--- src/rtl/vga_pkg.sv ---
// Shared timing defaults, axis state encoding and counter width for the VGA raster generator.
package vga_pkg;

  localparam int CNT_W = 10;

  // 640x480@60 defaults
  localparam int H_ACTIVE_DEF = 640;
  localparam int H_FRONT_DEF  = 16;
  localparam int H_SYNC_DEF   = 96;
  localparam int H_BACK_DEF   = 48;
  localparam int V_ACTIVE_DEF = 480;
  localparam int V_FRONT_DEF  = 10;
  localparam int V_SYNC_DEF   = 2;
  localparam int V_BACK_DEF   = 33;

  typedef enum logic [1:0] {
    AX_ACTIVE,
    AX_FRONT,
    AX_SYNC,
    AX_BACK
  } axis_state_t;

  function automatic int axis_total(input int act, input int fp, input int sw, input int bp);
    return act + fp + sw + bp;
  endfunction

endpackage

--- src/rtl/vga_axis_counter.sv ---
// One raster axis: wrapping count plus ACTIVE/FRONT/SYNC/BACK region tracker.
// Region lengths are expected to be non-zero.
module vga_axis_counter
  import vga_pkg::*;
(
  input  logic             clk,
  input  logic             rst_n,
  input  logic             en,
  input  logic [CNT_W:0]   len_active,
  input  logic [CNT_W:0]   len_front,
  input  logic [CNT_W:0]   len_sync,
  input  logic [CNT_W:0]   len_back,
  output logic [CNT_W-1:0] count,
  output axis_state_t      state,
  output logic             wrap
);

  localparam int EW = CNT_W + 2;

  logic [EW-1:0] end_active, end_front, end_sync, end_total, cnt_p1;
  axis_state_t   state_nxt;

  // Region end boundaries (exclusive); a region's last count is end-1.
  assign end_active = EW'(len_active);
  assign end_front  = end_active + EW'(len_front);
  assign end_sync   = end_front + EW'(len_sync);
  assign end_total  = end_sync + EW'(len_back);
  assign cnt_p1     = EW'(count) + EW'(1);

  assign wrap = en && (cnt_p1 == end_total);

  always_ff @(posedge clk or negedge rst_n) begin
    if (!rst_n)  count <= '0;
    else if (en) count <= wrap ? '0 : count + CNT_W'(1);
  end

  always_ff @(posedge clk or negedge rst_n) begin
    if (!rst_n) state <= AX_ACTIVE;
    else        state <= state_nxt;
  end

  always_comb begin
    state_nxt = state;
    if (en) begin
      case (state)
        AX_ACTIVE: if (cnt_p1 == end_active) state_nxt = AX_FRONT;
        AX_FRONT:  if (cnt_p1 == end_front)  state_nxt = AX_SYNC;
        AX_SYNC:   if (cnt_p1 == end_sync)   state_nxt = AX_BACK;
        AX_BACK:   if (cnt_p1 == end_total)  state_nxt = AX_ACTIVE;
        default:   state_nxt = AX_ACTIVE;
      endcase
    end
  end

endmodule

--- src/rtl/vga_timing_gen.sv ---
// VGA raster timing: registered sync, display enable, coordinates and line/frame strobes.
// Define VGA_TIMING_FRAME_CNT_EN to build the 8-bit frame counter; otherwise frame_cnt is 0.
module vga_timing_gen
  import vga_pkg::*;
#(
  parameter int H_ACTIVE  = H_ACTIVE_DEF,
  parameter int H_FRONT   = H_FRONT_DEF,
  parameter int H_SYNC    = H_SYNC_DEF,
  parameter int H_BACK    = H_BACK_DEF,
  parameter int V_ACTIVE  = V_ACTIVE_DEF,
  parameter int V_FRONT   = V_FRONT_DEF,
  parameter int V_SYNC    = V_SYNC_DEF,
  parameter int V_BACK    = V_BACK_DEF,
  parameter bit HSYNC_POL = 1'b0,
  parameter bit VSYNC_POL = 1'b0
) (
  input  logic             clk,
  input  logic             rst_n,
  input  logic             pix_en,
  output logic             hsync,
  output logic             vsync,
  output logic             de,
  output logic [CNT_W-1:0] x,
  output logic [CNT_W-1:0] y,
  output logic             line_start,
  output logic             frame_start,
  output logic [7:0]       frame_cnt
);

  localparam int H_TOTAL = axis_total(H_ACTIVE, H_FRONT, H_SYNC, H_BACK);
  localparam int V_TOTAL = axis_total(V_ACTIVE, V_FRONT, V_SYNC, V_BACK);
  localparam int LW      = CNT_W + 1;

  generate
    if (H_TOTAL > (1 << CNT_W)) begin : g_h_too_long
      $error("vga_timing_gen: H_TOTAL %0d exceeds counter range", H_TOTAL);
    end
    if (V_TOTAL > (1 << CNT_W)) begin : g_v_too_long
      $error("vga_timing_gen: V_TOTAL %0d exceeds counter range", V_TOTAL);
    end
  endgenerate

  logic [CNT_W-1:0] h, v;
  axis_state_t      h_state, v_state;
  logic             h_wrap, v_wrap_unused;
  logic             active, at_line, at_frame;

  vga_axis_counter u_h (
    .clk        (clk),
    .rst_n      (rst_n),
    .en         (pix_en),
    .len_active (LW'(H_ACTIVE)),
    .len_front  (LW'(H_FRONT)),
    .len_sync   (LW'(H_SYNC)),
    .len_back   (LW'(H_BACK)),
    .count      (h),
    .state      (h_state),
    .wrap       (h_wrap)
  );

  // Vertical axis steps only on the pixel that closes a line.
  vga_axis_counter u_v (
    .clk        (clk),
    .rst_n      (rst_n),
    .en         (h_wrap),
    .len_active (LW'(V_ACTIVE)),
    .len_front  (LW'(V_FRONT)),
    .len_sync   (LW'(V_SYNC)),
    .len_back   (LW'(V_BACK)),
    .count      (v),
    .state      (v_state),
    .wrap       (v_wrap_unused)
  );

  assign active   = (h_state == AX_ACTIVE) && (v_state == AX_ACTIVE);
  assign at_line  = (h == '0);
  assign at_frame = at_line && (v == '0);

  always_ff @(posedge clk or negedge rst_n) begin
    if (!rst_n) begin
      hsync       <= !HSYNC_POL;
      vsync       <= !VSYNC_POL;
      de          <= 1'b0;
      x           <= '0;
      y           <= '0;
      line_start  <= 1'b0;
      frame_start <= 1'b0;
    end else if (pix_en) begin
      hsync       <= (h_state == AX_SYNC) ? HSYNC_POL : !HSYNC_POL;
      vsync       <= (v_state == AX_SYNC) ? VSYNC_POL : !VSYNC_POL;
      de          <= active;
      x           <= active ? h : '0;
      y           <= active ? v : '0;
      line_start  <= at_line;
      frame_start <= at_frame;
    end else begin
      // Levels hold while the pixel enable is low; strobes never stretch.
      line_start  <= 1'b0;
      frame_start <= 1'b0;
    end
  end

`ifdef VGA_TIMING_FRAME_CNT_EN
  logic [7:0] fcnt_q;

  // Steps on the same edge that raises frame_start, so both appear together.
  always_ff @(posedge clk or negedge rst_n) begin
    if (!rst_n)                  fcnt_q <= '0;
    else if (pix_en && at_frame) fcnt_q <= fcnt_q + 8'd1;
  end

  assign frame_cnt = fcnt_q;
`else
  assign frame_cnt = '0;
`endif

endmodule

--- config.mk ---
export PLATFORM = sky130hd
export DESIGN_NAME = vga_timing_gen
export DESIGN_NICKNAME = d
export VERILOG_FILES = /design/src/rtl/vga_pkg.sv /design/src/rtl/vga_axis_counter.sv /design/src/rtl/vga_timing_gen.sv
export SDC_FILE = /design/constraint.sdc
export NUM_CORES = 1
export LEC_CHECK = 0
export ABC_AREA = 0
export CAP_MARGIN = 25
export CORE_MARGIN = 1
export CORE_UTILIZATION = 40
export CTS_CLUSTER_SIZE = 10
export DETAILED_ROUTE_END_ITERATION = 7
export MAX_ROUTING_LAYER = met4
export RECOVER_POWER = 50
export SLEW_MARGIN = 20
export SYNTH_ARGS = -nofsm -noshare
export SYNTH_HDL_FRONTEND = slang
export SYNTH_SLANG_ARGS = --single-unit
--- constraint.sdc ---
create_clock -name clk -period 4.1 [get_ports clk]
set_clock_uncertainty 0.05 [all_clocks]
set_input_delay 0.82 -clock clk [delete_from_list [all_inputs] [get_ports clk]]
set_output_delay 0.82 -clock clk [all_outputs]
set_load 0.01 [all_outputs]
==> impl_metrics.env, run 1 <==
export IMPL_status="complete, but fails checks"
export IMPL_violations="capacitance limit, slew limit"
export IMPL_drv_cap=1
export IMPL_grt_max_degree=30
export IMPL_fillerInstances=659
export IMPL_insertedDiodeCount=0
export IMPL_path_class="reg -> reg"
export IMPL_start_kind="flop"
export IMPL_drv_slew=30
export IMPL_swShare=0.321
export IMPL_synth_edff_count=0
export IMPL_powerDensity_mw_per_mm2=327
export IMPL_tritoncts="yes"
export IMPL_min_period_ns=3.24
export IMPL_die_area_sq_mm=0.00768
export IMPL_core_area_sq_mm=0.00694
export IMPL_synth_seq_area_share=0.419
export IMPL_cts_buffers=5
export IMPL_relSlewSlack=-0.0538
export IMPL_synthTopCellsByArea="dfrtp_1 40%, ha_1 7.3%, a22o_1 6.9%"
export IMPL_ant_nets=0
export IMPL_clock_power_share=0.265
export IMPL_ir_worst_vdd_v=0.000146
export IMPL_synth_main_ff_cell="dfrtp_1"
export IMPL_place_congestion=0.859
export IMPL_die_x_um=87.6
export IMPL_synthArstFlopShare=1.00
export IMPL_portBuffers=27
export IMPL_max_freq_ghz=0.308
export IMPL_wire_per_inst_um=15.3
export IMPL_hpwl_um=4240
export IMPL_p_int_w=0.000723
export IMPL_grt_ovfl_total=0
export IMPL_p_leak_nw=1.46
export IMPL_cts_sinks=49
export IMPL_die_h_um=87.6
export IMPL_yosys_warnings=0
export IMPL_synth_common_cells="47 x dfrtp_1, 23 x a22o_1, 18 x clkbuf_1"
export IMPL_track_usage=0.188
export IMPL_worst_pin_slew_ns=1.58
export IMPL_post_cts_buffers=0
export IMPL_routed_wl_um=6280
export IMPL_synthToLayoutAreaGrowth_pct=11.2
export IMPL_ctsRootBufferMaster="clkbuf_8"
export IMPL_grt_first_pass_wirelength_um=10800
export IMPL_cts_max_level=2
export IMPL_rsz0062_at_grt="false"
export IMPL_clk_latency_ns=0.30
export IMPL_io_pins=36
export IMPL_antenna_found_initial=0
export IMPL_drc_errors=0
export IMPL_synth_distinct_cells=59
export IMPL_final_cell_area_sq_mm=0.00326
export IMPL_p_switching_w=0.000342
export IMPL_yosysTopAreaCell="dfrtp_1"
export IMPL_setup_tns_ns=0
export IMPL_post_cts_resized=0
export IMPL_setup_violations=0
export IMPL_drive_gt1_frac=0.0637
export IMPL_syn_avg_cell_area_sq_um=9.65
export IMPL_critPathCaptureType="flop"
export IMPL_placed_area_sq_mm=0.00318
export IMPL_hold_path_class="reg -> reg"
export IMPL_finalHoldViolations=0
export IMPL_fp_row_count=30
export IMPL_routed_via_density=5.54
export IMPL_critical_path_arrival_ns=3.39
export IMPL_first_global_vias=2105
export IMPL_p_seq_frac=0.563
export IMPL_crit_fanout=12
export IMPL_dr_pass1_iters=4
export IMPL_synth_top_area_share=0.401
export IMPL_vias=2271
export IMPL_dr_first_iter_drc_count=219
export IMPL_nNetsFinal=333
export IMPL_syn_area_sq_mm=0.00293
export IMPL_postSynthCellCount=304
export IMPL_post_synth_top_count_cell="dfrtp_1"
export IMPL_cts_hold_repair_buffers=0
export IMPL_fin_crit_sh=0.791
export IMPL_clk_pin_slew_ns=0.09
export IMPL_crit_required_ns=4.24
export IMPL_pwr_share_comb=0.172
export IMPL_initial_core_util=0.422
export IMPL_ys_seq_elements=49
export IMPL_clock_path_buffers=2
[layout make-up]
| class | count | area [sq um] | area share |
|---|---|---|---|
| Multi-Input combinational cell | 213 | 1500 | 0.461 |
| Sequential cell | 49 | 1230 | 0.377 |
| Timing Repair Buffer | 28 | 268 | 0.0821 |
| Tap cell | 96 | 120 | 0.0368 |
| Clock buffer | 7 | 76.3 | 0.0234 |
| Inverter | 16 | 60.1 | 0.0184 |
| Clock inverter | 1 | 5.00 | 0.00153 |
[sequential cells by signal, summed over array words and instances (netlist names)]
| register | count |
|---|---|
| u_h.count | 10 |
| line_start | 1 |
| hsync | 1 |
| de | 1 |
| frame_start | 1 |
| x | 10 |
| u_v.state | 2 |
| u_v.count | 10 |
| vsync | 1 |
| u_h.state | 2 |
| y | 10 |
[placed cells by master (no fill, tap or decap), types with 3 or more instances in the layout]
| cell | n |
|---|---|
| a21o_1 | 3 |
| a21oi_1 | 5 |
| a22o_1 | 23 |
| a31oi_1 | 4 |
| and2_1 | 4 |
| and3_1 | 7 |
| clkbuf_1 | 4 |
| clkbuf_8 | 5 |
| clkdlybuf4s50_1 | 17 |
| conb_1 | 8 |
| dfrtp_1 | 47 |
| dlygate4sd3_1 | 9 |
| ha_1 | 17 |
| inv_1 | 16 |
| mux2i_1 | 3 |
| nand2_1 | 17 |
| nand2b_1 | 5 |
| nand3_1 | 16 |
| nand4_1 | 3 |
| nor2_1 | 15 |
| nor3_1 | 4 |
| nor4_1 | 4 |
| o21ai_0 | 17 |
| o22ai_1 | 3 |
| xnor2_1 | 8 |
[final timing paths]
path,to,cells after the start,from,slack [ns]
max in group asynchronous,y[9]$_DFFE_PN0P_,2,rst_n,1.43
hold reg to reg,hsync$_DFFE_PN1P_,2,hsync$_DFFE_PN1P_,0.42
min in group asynchronous,u_v.state[0]$_DFFE_PN0P_,1,rst_n,0.85
setup reg to reg,u_v.state[1]$_DFFE_PN0P_,7,u_v.count[0]$_DFFE_PN0P_,0.86
setup / recovery,u_v.state[1]$_DFFE_PN0P_,7,u_v.count[0]$_DFFE_PN0P_,0.86
hold / removal,hsync$_DFFE_PN1P_,2,hsync$_DFFE_PN1P_,0.42
[kinds of logic (layout without fill, tap and decap cells)]
| logic type | after synthesis | in the layout | synth area share |
|---|---|---|---|
| mux | 5 | 5 | 0.0192 |
| fa+ha+maj | 17 | 17 | 0.0725 |
| buf+inv | 49 | 52 | 0.0776 |
| simple gates | 95 | 95 | 0.184 |
| compound gates | 78 | 78 | 0.197 |
| xor+xnor | 10 | 10 | 0.0299 |
| flops | 49 | 49 | 0.419 |
| other cells | 1 | 8 | 0.00128 |
[metal layers]
layer / vias to the layer above / share of wire / GRT usage
li1: 1100 / - / -
met5: - / 0 / -
met2: 57 / 0.43 / 0.272
met1: 1107 / 0.52 / 0.270
met3: 7 / 0.033 / 0.0311
met4: 0 / 0.013 / 0.0537
[worst max-delay path: stages (launching register included)]
cell      delay (ns)
dfrtp_1         0.57
ha_1            0.43
and4_4          0.33
nand2b_4        0.06
or3_1           0.33
a2111o_1        0.55
a2111o_1        0.50
mux2_4          0.31
[stage by stage]
| stage | hold slack (ns) | utilization | total power (W) | worst slack (ns) | instances |
|---|---|---|---|---|---|
| final | 0.424 | 0.470 | 0.00106 | 0.856 | 410 |
| after global routing | 0.454 | 0.470 | 0.00113 | 0.701 | 410 |
| after CTS | 0.433 | 0.470 | 0.00108 | 0.865 | 410 |
| after detailed placement | 0.420 | 0.459 | 0.000792 | 0.899 | 402 |
| after global placement | 0.415 | 0.459 | 0.000790 | 0.972 | 402 |
| after floorplan | 0.424 | - | 0.000736 | 1.36 | 311 |
[power by group through the flow]
stage,sequential [W],clock [W],combinational [W]
6_report,0.000599,0.000282,0.000183
5_1_grt,0.000608,0.000313,0.000213
4_1_cts,0.000597,0.000293,0.000185
3_5_place_dp,0.000607,0,0.000185
3_3_place_gp,0.000604,0,0.000185
2_1_floorplan,0.000554,0,0.000182
Power figures use the tool's default switching activity.
==> inputs of run 2 (changes only) <==
==> constraint.sdc (replaced) <==
create_clock -name clk -period 2.7 [get_ports clk]
set_clock_uncertainty 0.05 [all_clocks]
set_input_delay 0.54 -clock clk [delete_from_list [all_inputs] [get_ports clk]]
set_output_delay 0.54 -clock clk [all_outputs]
set_load 0.01 [all_outputs]
==> run 2 against run 1 <==
Net effect: the run now ends clean; first-iteration DRC count grew 20%; sequential share of layout area shrank 2.5 points; sequential power grew 40%; cell area grew 7.3%; die area is the same; routed wire length grew 1.7%; maximum frequency grew 23%; global-route usage grew 0.35 points; worst setup slack lost 0.78 ns; non-clock buffer count grew 26; combinational power grew 120%; critical path type unchanged; highest routed layer unchanged.
==> impl_metrics.env, run 2 (synthesis gave the netlist of run 1 again) <==
export IMPL_cts_sinks=49
export IMPL_initial_core_util=0.422
export IMPL_grt_first_pass_wirelength_um=11200
export IMPL_ant_nets=0
export IMPL_portBuffers=27
export IMPL_clk_pin_slew_ns=0.09
export IMPL_hpwl_um=4520
export IMPL_layout_commonest_cell="dfrtp_1"
export IMPL_min_period_ns=2.63
export IMPL_fp_row_count=30
export IMPL_ir_worst_vdd_v=0.000268
export IMPL_setup_violations=0
export IMPL_nNetsFinal=359
export IMPL_synthToLayoutAreaGrowth_pct=19.3
export IMPL_final_cell_mix="46 x dfrtp_1, 24 x clkdlybuf4s50_1, 24 x buf_4"
export IMPL_critical_path_arrival_ns=2.77
export IMPL_drv_slew=0
export IMPL_drv_cap=0
export IMPL_place_congestion=0.902
export IMPL_relSlewSlack=0.192
export IMPL_placed_area_sq_mm=0.00338
export IMPL_tritoncts="yes"
export IMPL_path_class="reg -> reg"
export IMPL_die_area_sq_mm=0.00768
export IMPL_finalHoldViolations=0
export IMPL_clock_path_buffers=2
export IMPL_status="finished clean"
export IMPL_fin_crit_sh=0.974
export IMPL_clk_latency_ns=0.30
export IMPL_powerDensity_mw_per_mm2=515
export IMPL_first_global_vias=2282
export IMPL_die_x_um=87.6
export IMPL_vias=2396
export IMPL_antenna_found_initial=0
export IMPL_insertedDiodeCount=0
export IMPL_start_kind="flop"
export IMPL_cts_max_level=2
export IMPL_grt_ovfl_total=0
export IMPL_ctsRootBufferMaster="clkbuf_8"
export IMPL_p_leak_nw=1.58
export IMPL_crit_fanout=9
export IMPL_io_pins=36
export IMPL_die_h_um=87.6
export IMPL_final_cell_area_sq_mm=0.00350
export IMPL_crit_required_ns=2.84
export IMPL_worst_pin_slew_ns=1.21
export IMPL_core_area_sq_mm=0.00694
export IMPL_critPathCaptureType="flop"
export IMPL_track_usage=0.191
export IMPL_grt_max_degree=50
export IMPL_drc_errors=0
export IMPL_fin_util=0.504
export IMPL_wire_per_inst_um=14.6
export IMPL_dr_first_iter_drc_count=263
export IMPL_power_w=0.00180
export IMPL_routed_via_density=5.50
export IMPL_drive_gt1_frac=0.147
export IMPL_rsz0062_at_grt="false"
export IMPL_post_cts_buffers=0
export IMPL_dr_pass1_iters=4
export IMPL_routed_wl_um=6380
export IMPL_max_freq_ghz=0.380
export IMPL_hold_path_class="reg -> reg"
export IMPL_cts_buffers=5
[run 2: power breakdown]
| part | internal, W | leakage, nW | total [W] | switching [W] |
|---|---|---|---|---|
| sequential | 0.000791 | 0.643 | 0.000840 | 0.0000489 |
| combinational | 0.000172 | 0.877 | 0.000410 | 0.000237 |
| clock | 0.000301 | 0.0574 | 0.000552 | 0.000250 |
[run 2: per-stage QoR]
| step | cells | worst slack (ns) | TNS (ns) | hold WS, ns |
|---|---|---|---|---|
| floorplan | 311 | 0.0120 | 0 | 0.194 |
| global placement | 428 | 0.0286 | 0 | 0.413 |
| detailed placement | 428 | -0.0428 | -0.0428 | 0.419 |
| CTS | 436 | 0.0425 | 0 | 0.306 |
| global route | 436 | 0.00351 | 0 | 0.446 |
| finish | 436 | 0.0713 | 0 | 0.430 |
[run 2: area by class of cell]
type                            instances  area (sq um)
Timing Repair Buffer                   54           458
Clock inverter                          2          37.5
Sequential cell                        49          1230
Fill cell                             635          3450
Inverter                               16          60.1
Multi-Input combinational cell        213          1510
Clock buffer                            6          82.6
Tap cell                               96           120
[run 2: final timing paths]
path                                     startpoint                  endpoint  slack [ns]  depth (start not counted)
setup / recovery           u_h.count[0]$_DFFE_PN0P_  u_h.state[1]$_DFFE_PN0P_        0.07                          8
hold / removal                    hsync$_DFFE_PN1P_         hsync$_DFFE_PN1P_        0.43                          2
min in group asynchronous                     rst_n  u_v.count[4]$_DFFE_PN0P_        0.51                          2
hold reg to reg                   hsync$_DFFE_PN1P_         hsync$_DFFE_PN1P_        0.43                          2
max in group asynchronous                     rst_n  u_v.count[1]$_DFFE_PN0P_        1.29                          2
setup reg to reg           u_h.count[0]$_DFFE_PN0P_  u_h.state[1]$_DFFE_PN0P_        0.07                          8
[run 2: metal layers]
| metal | vias up | global-route usage | routed length [um] |
|---|---|---|---|
| met5 | - | - | 0 |
| met3 | 4 | 0.0292 | 374 |
| met1 | 1143 | 0.268 | 3160 |
| li1 | 1158 | - | - |
| met2 | 91 | 0.287 | 2810 |
| met4 | 0 | 0.0551 | 38 |
[run 2: what timing repair did]
action	CTS	global route
hold buffers	0	0
pin swaps	1	0
gates resized for setup	0	2
endpoints found under the setup margin	1	1
[run 2: critical path, cell delays in order (launching register included)]
cell	delay (ns)
dfrtp_1	0.41
ha_1	0.21
or4b_2	0.66
o31ai_1	0.13
o311a_1	0.29
buf_4	0.18
nand2b_1	0.12
o2111ai_1	0.15
mux2_2	0.31
==> inputs of run 3 (changes only) <==
--- a/config.mk
+++ b/config.mk
@@ -12,7 +12,8 @@
 export CTS_CLUSTER_SIZE = 10
 export DETAILED_ROUTE_END_ITERATION = 7
 export MAX_ROUTING_LAYER = met4
-export RECOVER_POWER = 50
+export RECOVER_POWER = 25
+export SKIP_CTS_REPAIR_TIMING = 1
 export SLEW_MARGIN = 20
 export SYNTH_ARGS = -nofsm -noshare
 export SYNTH_HDL_FRONTEND = slang
==> run 3 against run 2 <==
Net effect: global-route usage about the same; sequential power about the same; die area unchanged; critical path depth unchanged; critical path type unchanged; critical endpoint unchanged; largest power group unchanged.
==> impl_metrics.env, run 3 (synthesis gave the netlist of run 1 again) <==
export IMPL_status="finished clean"
export IMPL_slowest_delay_ns=0.66
export IMPL_track_usage=0.191
export IMPL_core_area_sq_mm=0.00694
export IMPL_vias=2382
export IMPL_layout_commonest_cell="dfrtp_1"
export IMPL_crit_fanout=9
export IMPL_grt_ovfl_total=0
export IMPL_p_leak_nw=1.58
export IMPL_synthToLayoutAreaGrowth_pct=19.8
export IMPL_dr_first_iter_drc_count=301
export IMPL_nNetsFinal=359
export IMPL_dr_pass1_iters=4
export IMPL_cts_buffers=5
export IMPL_drive_gt1_frac=0.156
export IMPL_tritoncts="yes"
export IMPL_cts_max_level=2
export IMPL_hold_path_class="reg -> reg"
export IMPL_path_class="reg -> reg"
export IMPL_ctsRootBufferMaster="clkbuf_8"
export IMPL_dp_slack_ns=-0.0428
export IMPL_fp_row_count=30
export IMPL_relSlewSlack=0.191
export IMPL_hpwl_um=4520
export IMPL_worst_pin_slew_ns=1.21
export IMPL_portBuffers=27
export IMPL_clk_pin_slew_ns=0.09
export IMPL_first_global_vias=2280
export IMPL_critPathCaptureType="flop"
export IMPL_die_x_um=87.6
export IMPL_powerDensity_mw_per_mm2=518
export IMPL_power_w=0.00182
export IMPL_setup_violations=0
export IMPL_place_congestion=0.902
export IMPL_ant_nets=0
export IMPL_initial_core_util=0.422
export IMPL_insertedDiodeCount=0
export IMPL_final_cell_area_sq_mm=0.00351
export IMPL_fin_crit_sh=0.973
export IMPL_min_period_ns=2.63
export IMPL_grt_first_pass_wirelength_um=11100
export IMPL_start_kind="flop"
export IMPL_wire_per_inst_um=14.7
export IMPL_io_pins=36
export IMPL_clock_path_buffers=2
export IMPL_ir_worst_vdd_v=0.000271
export IMPL_critPathSlowestCell="or4b_2"
export IMPL_max_freq_ghz=0.381
export IMPL_placed_area_sq_mm=0.00338
export IMPL_die_area_sq_mm=0.00768
export IMPL_clk_latency_ns=0.30
export IMPL_die_h_um=87.6
export IMPL_finalHoldViolations=0
export IMPL_drv_cap=0
export IMPL_critical_path_arrival_ns=2.77
export IMPL_drc_errors=0
export IMPL_setup_slack_ns=0.0740
export IMPL_routed_wl_um=6420
export IMPL_routed_via_density=5.46
export IMPL_drv_slew=0
export IMPL_final_cell_mix="46 x dfrtp_1, 26 x clkdlybuf4s50_1, 26 x buf_4"
export IMPL_antenna_found_initial=0
export IMPL_grt_max_degree=50
export IMPL_path_cells="ha_1 -> or4b_2 -> o31ai_1 -> o311a_1 -> buf_4 -> nand2b_1 -> o2111ai_2 -> mux2_2"
export IMPL_crit_required_ns=2.84
export IMPL_cts_sinks=49
export IMPL_rsz0062_at_grt="false"
==> run 3: changes by cell type in the layout (fill, tap and decap cells not counted), sizes merged <==
cell / previous run / this run
buf: 25 / 27
clkbuf: 9 / 7
clkdlybuf4s50: 24 / 26
dlygate4sd3: 2 / 0
==> run 3: critical path: cells and delay by family (launching register included) <==
| family | cells | cell delay, ns |
|---|---|---|
| simple gates | 2 | 0.80 |
| compound gates | 3 | 0.56 |
| flops | 1 | 0.41 |
| mux | 1 | 0.30 |
| fa+ha+maj | 1 | 0.21 |
| buf+inv | 1 | 0.18 |
==> run 3: routing by layer <==
| layer | GRT usage | part of all wire | up-vias |
|---|---|---|---|
| met2 | 0.287 | 0.43 | 91 |
| met5 | - | 0 | - |
| met4 | 0.0551 | 0.011 | 0 |
| li1 | - | - | 1157 |
| met1 | 0.267 | 0.50 | 1127 |
| met3 | 0.0292 | 0.057 | 7 |
==> run 3: path summary, 6_finish.rpt <==
kind	start	end	slack, ns	cells after the start
worst max-delay path	u_h.count[0]$_DFFE_PN0P_	u_h.state[1]$_DFFE_PN0P_	0.07	8
worst min-delay path	hsync$_DFFE_PN1P_	hsync$_DFFE_PN1P_	0.43	2
worst max register to register	u_h.count[0]$_DFFE_PN0P_	u_h.state[1]$_DFFE_PN0P_	0.07	8
worst min register to register	hsync$_DFFE_PN1P_	hsync$_DFFE_PN1P_	0.43	2
max in group asynchronous	rst_n	u_v.count[1]$_DFFE_PN0P_	1.29	2
min in group asynchronous	rst_n	u_v.count[4]$_DFFE_PN0P_	0.51	2
==> run 3: per-stage QoR <==
stage | setup TNS, ns | hold WS (ns) | util | instances
6_report | 0 | 0.430 | 0.506 | 436
3_5_place_dp | -0.0428 | 0.419 | 0.487 | 428
5_1_grt | 0 | 0.446 | 0.506 | 436
3_3_place_gp | 0 | 0.413 | 0.487 | 428
2_1_floorplan | 0 | 0.194 | - | 311
4_1_cts | -0.0629 | 0.306 | 0.504 | 436
==> run 3: area by class of cell <==
cell class / instances / area (sq um)
fill: 633 / 3430
multi-input combinational: 213 / 1520
sequential: 49 / 1230
timing repair buffer: 54 / 465
tap: 96 / 120
clock buffer: 6 / 82.6
inverter: 16 / 60.1
clock inverter: 2 / 37.5
==> run 3: where the power goes <==
group          leakage, nW  internal [W]  switching [W]
sequential           0.643      0.000791      0.0000492
combinational        0.882      0.000183       0.000245
clock               0.0574      0.000301       0.000249
